==> src/rtl/rv64g_l2_mshr_pkg.sv <==
// Shared L2 definitions: TileLink A-channel opcodes, default MSHR widths and the
// MSHR state encoding.
package rv64g_l2_mshr_pkg;

  localparam logic [2:0] TL_A_PUT_FULL_DATA    = 3'd0;
  localparam logic [2:0] TL_A_PUT_PARTIAL_DATA = 3'd1;
  localparam logic [2:0] TL_A_GET              = 3'd4;
  localparam logic [2:0] TL_A_ACQUIRE_BLOCK    = 3'd6;
  localparam logic [2:0] TL_A_ACQUIRE_PERM     = 3'd7;

  localparam int L2_ADDR_W   = 64;
  localparam int L2_SOURCE_W = 6;
  localparam int L2_TYPE_W   = 3;
  localparam int L2_CORES    = 4;

  typedef enum logic {
    ST_FREE = 1'b0,
    ST_BUSY = 1'b1
  } mshr_state_e;

endpackage

==> src/rtl/rv64g_l2_mshr_if.sv <==
// Control/status bundle between the L2 controller (master) and one MSHR entry (slave).
interface rv64g_l2_mshr_if
  import rv64g_l2_mshr_pkg::*;
#(
    parameter int ADDR_W   = L2_ADDR_W,
    parameter int SOURCE_W = L2_SOURCE_W,
    parameter int TYPE_W   = L2_TYPE_W,
    parameter int CORES    = L2_CORES
);
    localparam int ID_W = $clog2(CORES);

    logic                alloc_req_i;
    logic [ADDR_W-1:0]   alloc_addr_i;
    logic [SOURCE_W-1:0] alloc_source_i;
    logic [TYPE_W-1:0]   alloc_type_i;
    logic                alloc_ready_o;
    logic                dealloc_req_i;
    logic                set_probes_i;
    logic [CORES-1:0]    probes_mask_i;
    logic                probe_ack_i;
    logic [ID_W-1:0]     probe_ack_id_i;
    logic                valid_o;
    logic [ADDR_W-1:0]   addr_o;
    logic [SOURCE_W-1:0] source_o;
    logic [TYPE_W-1:0]   type_o;
    logic [CORES-1:0]    pending_probes_o;

    modport master (
        output alloc_req_i, alloc_addr_i, alloc_source_i, alloc_type_i,
        output dealloc_req_i, set_probes_i, probes_mask_i, probe_ack_i, probe_ack_id_i,
        input  alloc_ready_o, valid_o, addr_o, source_o, type_o, pending_probes_o
    );

    modport slave (
        input  alloc_req_i, alloc_addr_i, alloc_source_i, alloc_type_i,
        input  dealloc_req_i, set_probes_i, probes_mask_i, probe_ack_i, probe_ack_id_i,
        output alloc_ready_o, valid_o, addr_o, source_o, type_o, pending_probes_o
    );

endinterface

==> src/rtl/rv64g_l2_mshr.sv <==
// Single-entry L2 miss-status holding register: records one outstanding A-channel
// request and the set of cores that still owe a ProbeAck.
module rv64g_l2_mshr
  import rv64g_l2_mshr_pkg::*;
#(
    parameter int ADDR_W   = L2_ADDR_W,
    parameter int SOURCE_W = L2_SOURCE_W,
    parameter int TYPE_W   = L2_TYPE_W,
    parameter int CORES    = L2_CORES
) (
    input  logic            clk,
    input  logic            rst,
    rv64g_l2_mshr_if.slave  bus
);
    localparam int ID_W = $clog2(CORES);

    mshr_state_e         state_q, state_d;
    logic [ADDR_W-1:0]   addr_q, addr_d;
    logic [SOURCE_W-1:0] source_q, source_d;
    logic [TYPE_W-1:0]   type_q, type_d;
    logic [CORES-1:0]    pending_q, pending_d;
    logic [CORES-1:0]    ack_mask;

    // One-hot of the acking core; ids outside 0..CORES-1 decode to nothing.
    always_comb begin
        ack_mask = '0;
        for (int i = 0; i < CORES; i++) begin
            if (bus.probe_ack_i && (bus.probe_ack_id_i == ID_W'(i))) ack_mask[i] = 1'b1;
        end
    end

    always_comb begin
        state_d   = state_q;
        addr_d    = addr_q;
        source_d  = source_q;
        type_d    = type_q;
        pending_d = pending_q;
        case (state_q)
            ST_FREE: begin
                if (bus.alloc_req_i) begin
                    addr_d    = bus.alloc_addr_i;
                    source_d  = bus.alloc_source_i;
                    type_d    = bus.alloc_type_i;
                    pending_d = '0;
                    state_d   = ST_BUSY;
                end
            end
            ST_BUSY: begin
                if (bus.dealloc_req_i) begin
                    pending_d = '0;
                    state_d   = ST_FREE;
                end else begin
                    if (bus.set_probes_i) pending_d = bus.probes_mask_i;
                    pending_d = pending_d & ~ack_mask;
                end
            end
            default: state_d = ST_FREE;
        endcase
    end

    always_ff @(posedge clk) begin
        if (rst) begin
            state_q   <= ST_FREE;
            addr_q    <= '0;
            source_q  <= '0;
            type_q    <= '0;
            pending_q <= '0;
        end else begin
            state_q   <= state_d;
            addr_q    <= addr_d;
            source_q  <= source_d;
            type_q    <= type_d;
            pending_q <= pending_d;
        end
    end

    assign bus.valid_o          = (state_q == ST_BUSY);
    assign bus.alloc_ready_o    = (state_q != ST_BUSY);
    assign bus.addr_o           = addr_q;
    assign bus.source_o         = source_q;
    assign bus.type_o           = type_q;
    assign bus.pending_probes_o = pending_q;

endmodule

==> src/flat_wrapper.sv <==
// flat-port wrapper written by rule: the top's interface ports become plain ports
module rv64g_l2_mshr_flat import rv64g_l2_mshr_pkg::*;
#(
    parameter int ADDR_W   = L2_ADDR_W,
    parameter int SOURCE_W = L2_SOURCE_W,
    parameter int TYPE_W   = L2_TYPE_W,
    parameter int CORES    = L2_CORES
)
  (clk, rst, bus_alloc_req_i, bus_alloc_addr_i, bus_alloc_source_i, bus_alloc_type_i, bus_dealloc_req_i, bus_set_probes_i, bus_probes_mask_i, bus_probe_ack_i, bus_probe_ack_id_i, bus_alloc_ready_o, bus_valid_o, bus_addr_o, bus_source_o, bus_type_o, bus_pending_probes_o);
  rv64g_l2_mshr_if #(.ADDR_W(ADDR_W), .SOURCE_W(SOURCE_W), .TYPE_W(TYPE_W), .CORES(CORES)) bus_i ();
  input  logic clk;
  input  logic rst;
  input wire logic [$bits(bus_i.alloc_req_i)-1:0] bus_alloc_req_i;
  input wire logic [$bits(bus_i.alloc_addr_i)-1:0] bus_alloc_addr_i;
  input wire logic [$bits(bus_i.alloc_source_i)-1:0] bus_alloc_source_i;
  input wire logic [$bits(bus_i.alloc_type_i)-1:0] bus_alloc_type_i;
  input wire logic [$bits(bus_i.dealloc_req_i)-1:0] bus_dealloc_req_i;
  input wire logic [$bits(bus_i.set_probes_i)-1:0] bus_set_probes_i;
  input wire logic [$bits(bus_i.probes_mask_i)-1:0] bus_probes_mask_i;
  input wire logic [$bits(bus_i.probe_ack_i)-1:0] bus_probe_ack_i;
  input wire logic [$bits(bus_i.probe_ack_id_i)-1:0] bus_probe_ack_id_i;
  output wire logic [$bits(bus_i.alloc_ready_o)-1:0] bus_alloc_ready_o;
  output wire logic [$bits(bus_i.valid_o)-1:0] bus_valid_o;
  output wire logic [$bits(bus_i.addr_o)-1:0] bus_addr_o;
  output wire logic [$bits(bus_i.source_o)-1:0] bus_source_o;
  output wire logic [$bits(bus_i.type_o)-1:0] bus_type_o;
  output wire logic [$bits(bus_i.pending_probes_o)-1:0] bus_pending_probes_o;
  assign bus_i.alloc_req_i = bus_alloc_req_i;
  assign bus_i.alloc_addr_i = bus_alloc_addr_i;
  assign bus_i.alloc_source_i = bus_alloc_source_i;
  assign bus_i.alloc_type_i = bus_alloc_type_i;
  assign bus_i.dealloc_req_i = bus_dealloc_req_i;
  assign bus_i.set_probes_i = bus_set_probes_i;
  assign bus_i.probes_mask_i = bus_probes_mask_i;
  assign bus_i.probe_ack_i = bus_probe_ack_i;
  assign bus_i.probe_ack_id_i = bus_probe_ack_id_i;
  assign bus_alloc_ready_o = bus_i.alloc_ready_o;
  assign bus_valid_o = bus_i.valid_o;
  assign bus_addr_o = bus_i.addr_o;
  assign bus_source_o = bus_i.source_o;
  assign bus_type_o = bus_i.type_o;
  assign bus_pending_probes_o = bus_i.pending_probes_o;
  rv64g_l2_mshr #(.ADDR_W(ADDR_W), .SOURCE_W(SOURCE_W), .TYPE_W(TYPE_W), .CORES(CORES)) u_core (.clk(clk), .rst(rst), .bus(bus_i));
endmodule
==> config.mk <==
export PLATFORM = sky130hd
export DESIGN_NAME = rv64g_l2_mshr_flat
export DESIGN_NICKNAME = d
export VERILOG_FILES = /design/src/rtl/rv64g_l2_mshr_pkg.sv /design/src/rtl/rv64g_l2_mshr_if.sv /design/src/rtl/rv64g_l2_mshr.sv /design/src/flat_wrapper.sv
export SDC_FILE = /design/constraint.sdc
export NUM_CORES = 1
export LEC_CHECK = 0
export ABC_AREA = 1
export CORE_AREA = 8 8 119 88
export CTS_CLUSTER_SIZE = 8
export DETAILED_ROUTE_END_ITERATION = 12
export DIE_AREA = 0 0 127 96
export PLACE_DENSITY = 0.73
export SLEW_MARGIN = 10
export SYNTH_ARGS = -nofsm -noshare
export SYNTH_HDL_FRONTEND = slang
export SYNTH_SLANG_ARGS = --single-unit
==> constraint.sdc <==
create_clock -name clk -period 0.9 [get_ports clk]
set_input_delay 0.225 -clock clk [delete_from_list [all_inputs] [get_ports clk]]
set_output_delay 0.225 -clock clk [all_outputs]
set_load 0.01 [all_outputs]
==> impl_metrics.env <==
export IMPL_setup_viol=157
export IMPL_path_depth=5
export IMPL_die_w_um=127
export IMPL_ys_types=15
export IMPL_clock_fmax_ghz=0.894
export IMPL_max_stage_delay_ns=0.38
export IMPL_dp_hpwl_um=7060
export IMPL_num_io_pins=164
export IMPL_p_leak_nw=2.39
export IMPL_whs_ns=0.161
export IMPL_worst_setup_path_type="flop to flop"
export IMPL_status="complete, but fails checks"
export IMPL_worst_slack_ns=-0.219
export IMPL_grt_first_pass_wirelength_um=15900
export IMPL_worstRegToRegCells=5
export IMPL_end_kind="flop"
export IMPL_pwr_density_cell_mw_per_mm2=1580
export IMPL_layout_commonest_cell="nand2_1"
export IMPL_final_min_clock_period_ns=1.12
export IMPL_cts_max_path_buffers=2
export IMPL_cp_start_kind="flop"
export IMPL_maxCapViolCount=0
export IMPL_wl_um=10800
export IMPL_violations="negative setup slack"
export IMPL_cts_root_buf="clkbuf_16"
export IMPL_required_ns=1.14
export IMPL_grt_pass1_vias=3202
export IMPL_rsz0062_at_grt="true"
export IMPL_regToRegSetupSlack_ns=-0.22
export IMPL_slowest_stage="dfxtp_4"
export IMPL_drc=0
export IMPL_cpLargestDelayFamily="flip-flops"
export IMPL_antenna_diode_count=0
export IMPL_layout_common_cells="nand2_1 (123), clkdlybuf4s50_1 (82), buf_6 (79)"
export IMPL_core_mm2=0.00871
export IMPL_ctsHoldBuffers=0
export IMPL_netlist_area_mm2=0.00295
export IMPL_totalPowerFinal_mw=9.10
export IMPL_yosys_warnings=0
export IMPL_final_util_pct=66.1
export IMPL_drive_above_1_share_pct=54.1
export IMPL_finalCritPeriodShare_pct=124
export IMPL_slew_headroom_pct=79.8
export IMPL_ys_seq_area_share_pct=52.9
export IMPL_viasPerCell=4.71
export IMPL_fin_skew_ns=0.00277
export IMPL_final_setup_tns_ns=-18.67
export IMPL_clock_sinks=78
export IMPL_port_buffers=163
export IMPL_slew_violations=0
export IMPL_path_clk_slew_ns=0.06
export IMPL_routabilityCongestion=0.776
export IMPL_synth_cells=360
export IMPL_initial_utilization_pct=33.9
export IMPL_ir_drop_v=0.00147
export IMPL_syn_nets=445
export IMPL_min_path_type="input pin to flop"
export IMPL_grt_overflow=0
export IMPL_area_growth_pct=94.8
export IMPL_grt_max_degree=42
export IMPL_ys_seq_elements=78
export IMPL_drtIter0Drc=163
export IMPL_antenna_found_initial=0
export IMPL_clk_latency_ns=0.32
export IMPL_htree_levels=3
export IMPL_wl_per_cell_um=16.1
export IMPL_final_area_mm2=0.00575
export IMPL_syn_area_per_cell_um2=8.20
export IMPL_fill_cells=702
export IMPL_die_area_mm2=0.0122
export IMPL_cts_buffers=9
export IMPL_worstPathArrival_ns=1.36
export IMPL_grtUsageTotal_pct=16.3
export IMPL_die_y_um=96
export IMPL_worstPathCellList="inv_6 -> nand2_8 -> buf_8 -> nand2_1 -> a21oi_2"
export IMPL_hold_depth=2
export IMPL_place_area_mm2=0.00478
export IMPL_finalHoldViolations=0
export IMPL_first_pass_iters=4
export IMPL_worstMarginPinSlew_ns=0.302
export IMPL_nets=644
export IMPL_ant_nets=0
export IMPL_cts_tree="yes"
export IMPL_vias=3163
export IMPL_worst_path_buf_inv=2
export IMPL_rows=29
export IMPL_cp_max_fo=26
## metrics by stage
step                cells  setup WS, ns
floorplan             360        -0.132
global placement      633        -0.509
detailed placement    633        -0.568
CTS                   657        -0.204
global route          672        -0.263
finish                672        -0.219
## flip-flops by register name, indices dropped and copies added (netlist names)
register                     count
u_core.bus.addr_o               64
u_core.bus.pending_probes_o      4
u_core.bus.source_o              6
u_core.bus.type_o                3
u_core.bus.valid_o               1
## cells in the mapped netlist, drive strengths merged
cell type	number	area [um2]
dfxtp	78	1560
inv	5	18.8
nand3	7	35.0
clkbuf	5	18.8
buf	20	169
nor2	3	11.3
nand2	164	668
o21ba	1	10.0
a21oi	77	460
## worst register-to-register path, cell delays in order, from the launching register on
cell,delay (ns)
dfxtp_4,0.38
inv_6,0.05
nand2_8,0.11
buf_8,0.20
nand2_1,0.12
a21oi_2,0.18
## path summary, 6_finish.rpt
kind | from | endpoint
max | u_core.bus.valid_o | u_core.bus.addr_o[38]
min | rst | u_core.bus.addr_o[55]
max reg2reg | u_core.bus.valid_o | u_core.bus.addr_o[38]
min reg2reg | u_core.bus.addr_o[3] | u_core.bus.addr_o[3]
## metal layers
metal  share of wire, %  up-vias  global-route usage (%)  wire [um]
met3                 11        9                    9.41       1180
met2                 48      129                    27.2       5220
met5                  0        -                       0          0
met4                1.0        0                    4.54        112
li1                   -     1548                       -          -
met1                 40     1477                    17.7       4310
## report_power, final
part	internal (mW)	leakage, nW	switching, mW
logic	1.14	1.59	0.816
clock network	1.93	0.130	1.38
registers	3.70	0.671	0.146
total	6.76	2.39	2.34
## kinds of logic after synthesis
logic type             Yosys count  share of synthesized area (%)
AND/OR/NAND/NOR                174                           24.2
flip-flops                      78                           52.9
AO/OA/AOI/OAI                   78                           15.9
buffers and inverters           30                           6.99
## cell type report
class | count | area (um2) | share of cell area, %
repair buffers | 212 | 2280 | 39.6
inverters | 5 | 36.3 | 0.631
clock buffers | 10 | 239 | 4.15
multi-input cells | 252 | 1350 | 23.5
clock inverters | 6 | 37.5 | 0.652
flip-flops and latches | 78 | 1660 | 28.9
well taps | 108 | 135 | 2.35
repair inverters | 1 | 8.76 | 0.152
## repair_timing
item / 4_1_cts / 5_1_grt
buffers inserted: 6 / 10
gates cloned: 2 / 5
endpoints found under the setup margin: 155 / 157
gates resized for setup: 485 / 52
pin swaps: 1 / 3
Power figures use the tool's default switching activity.
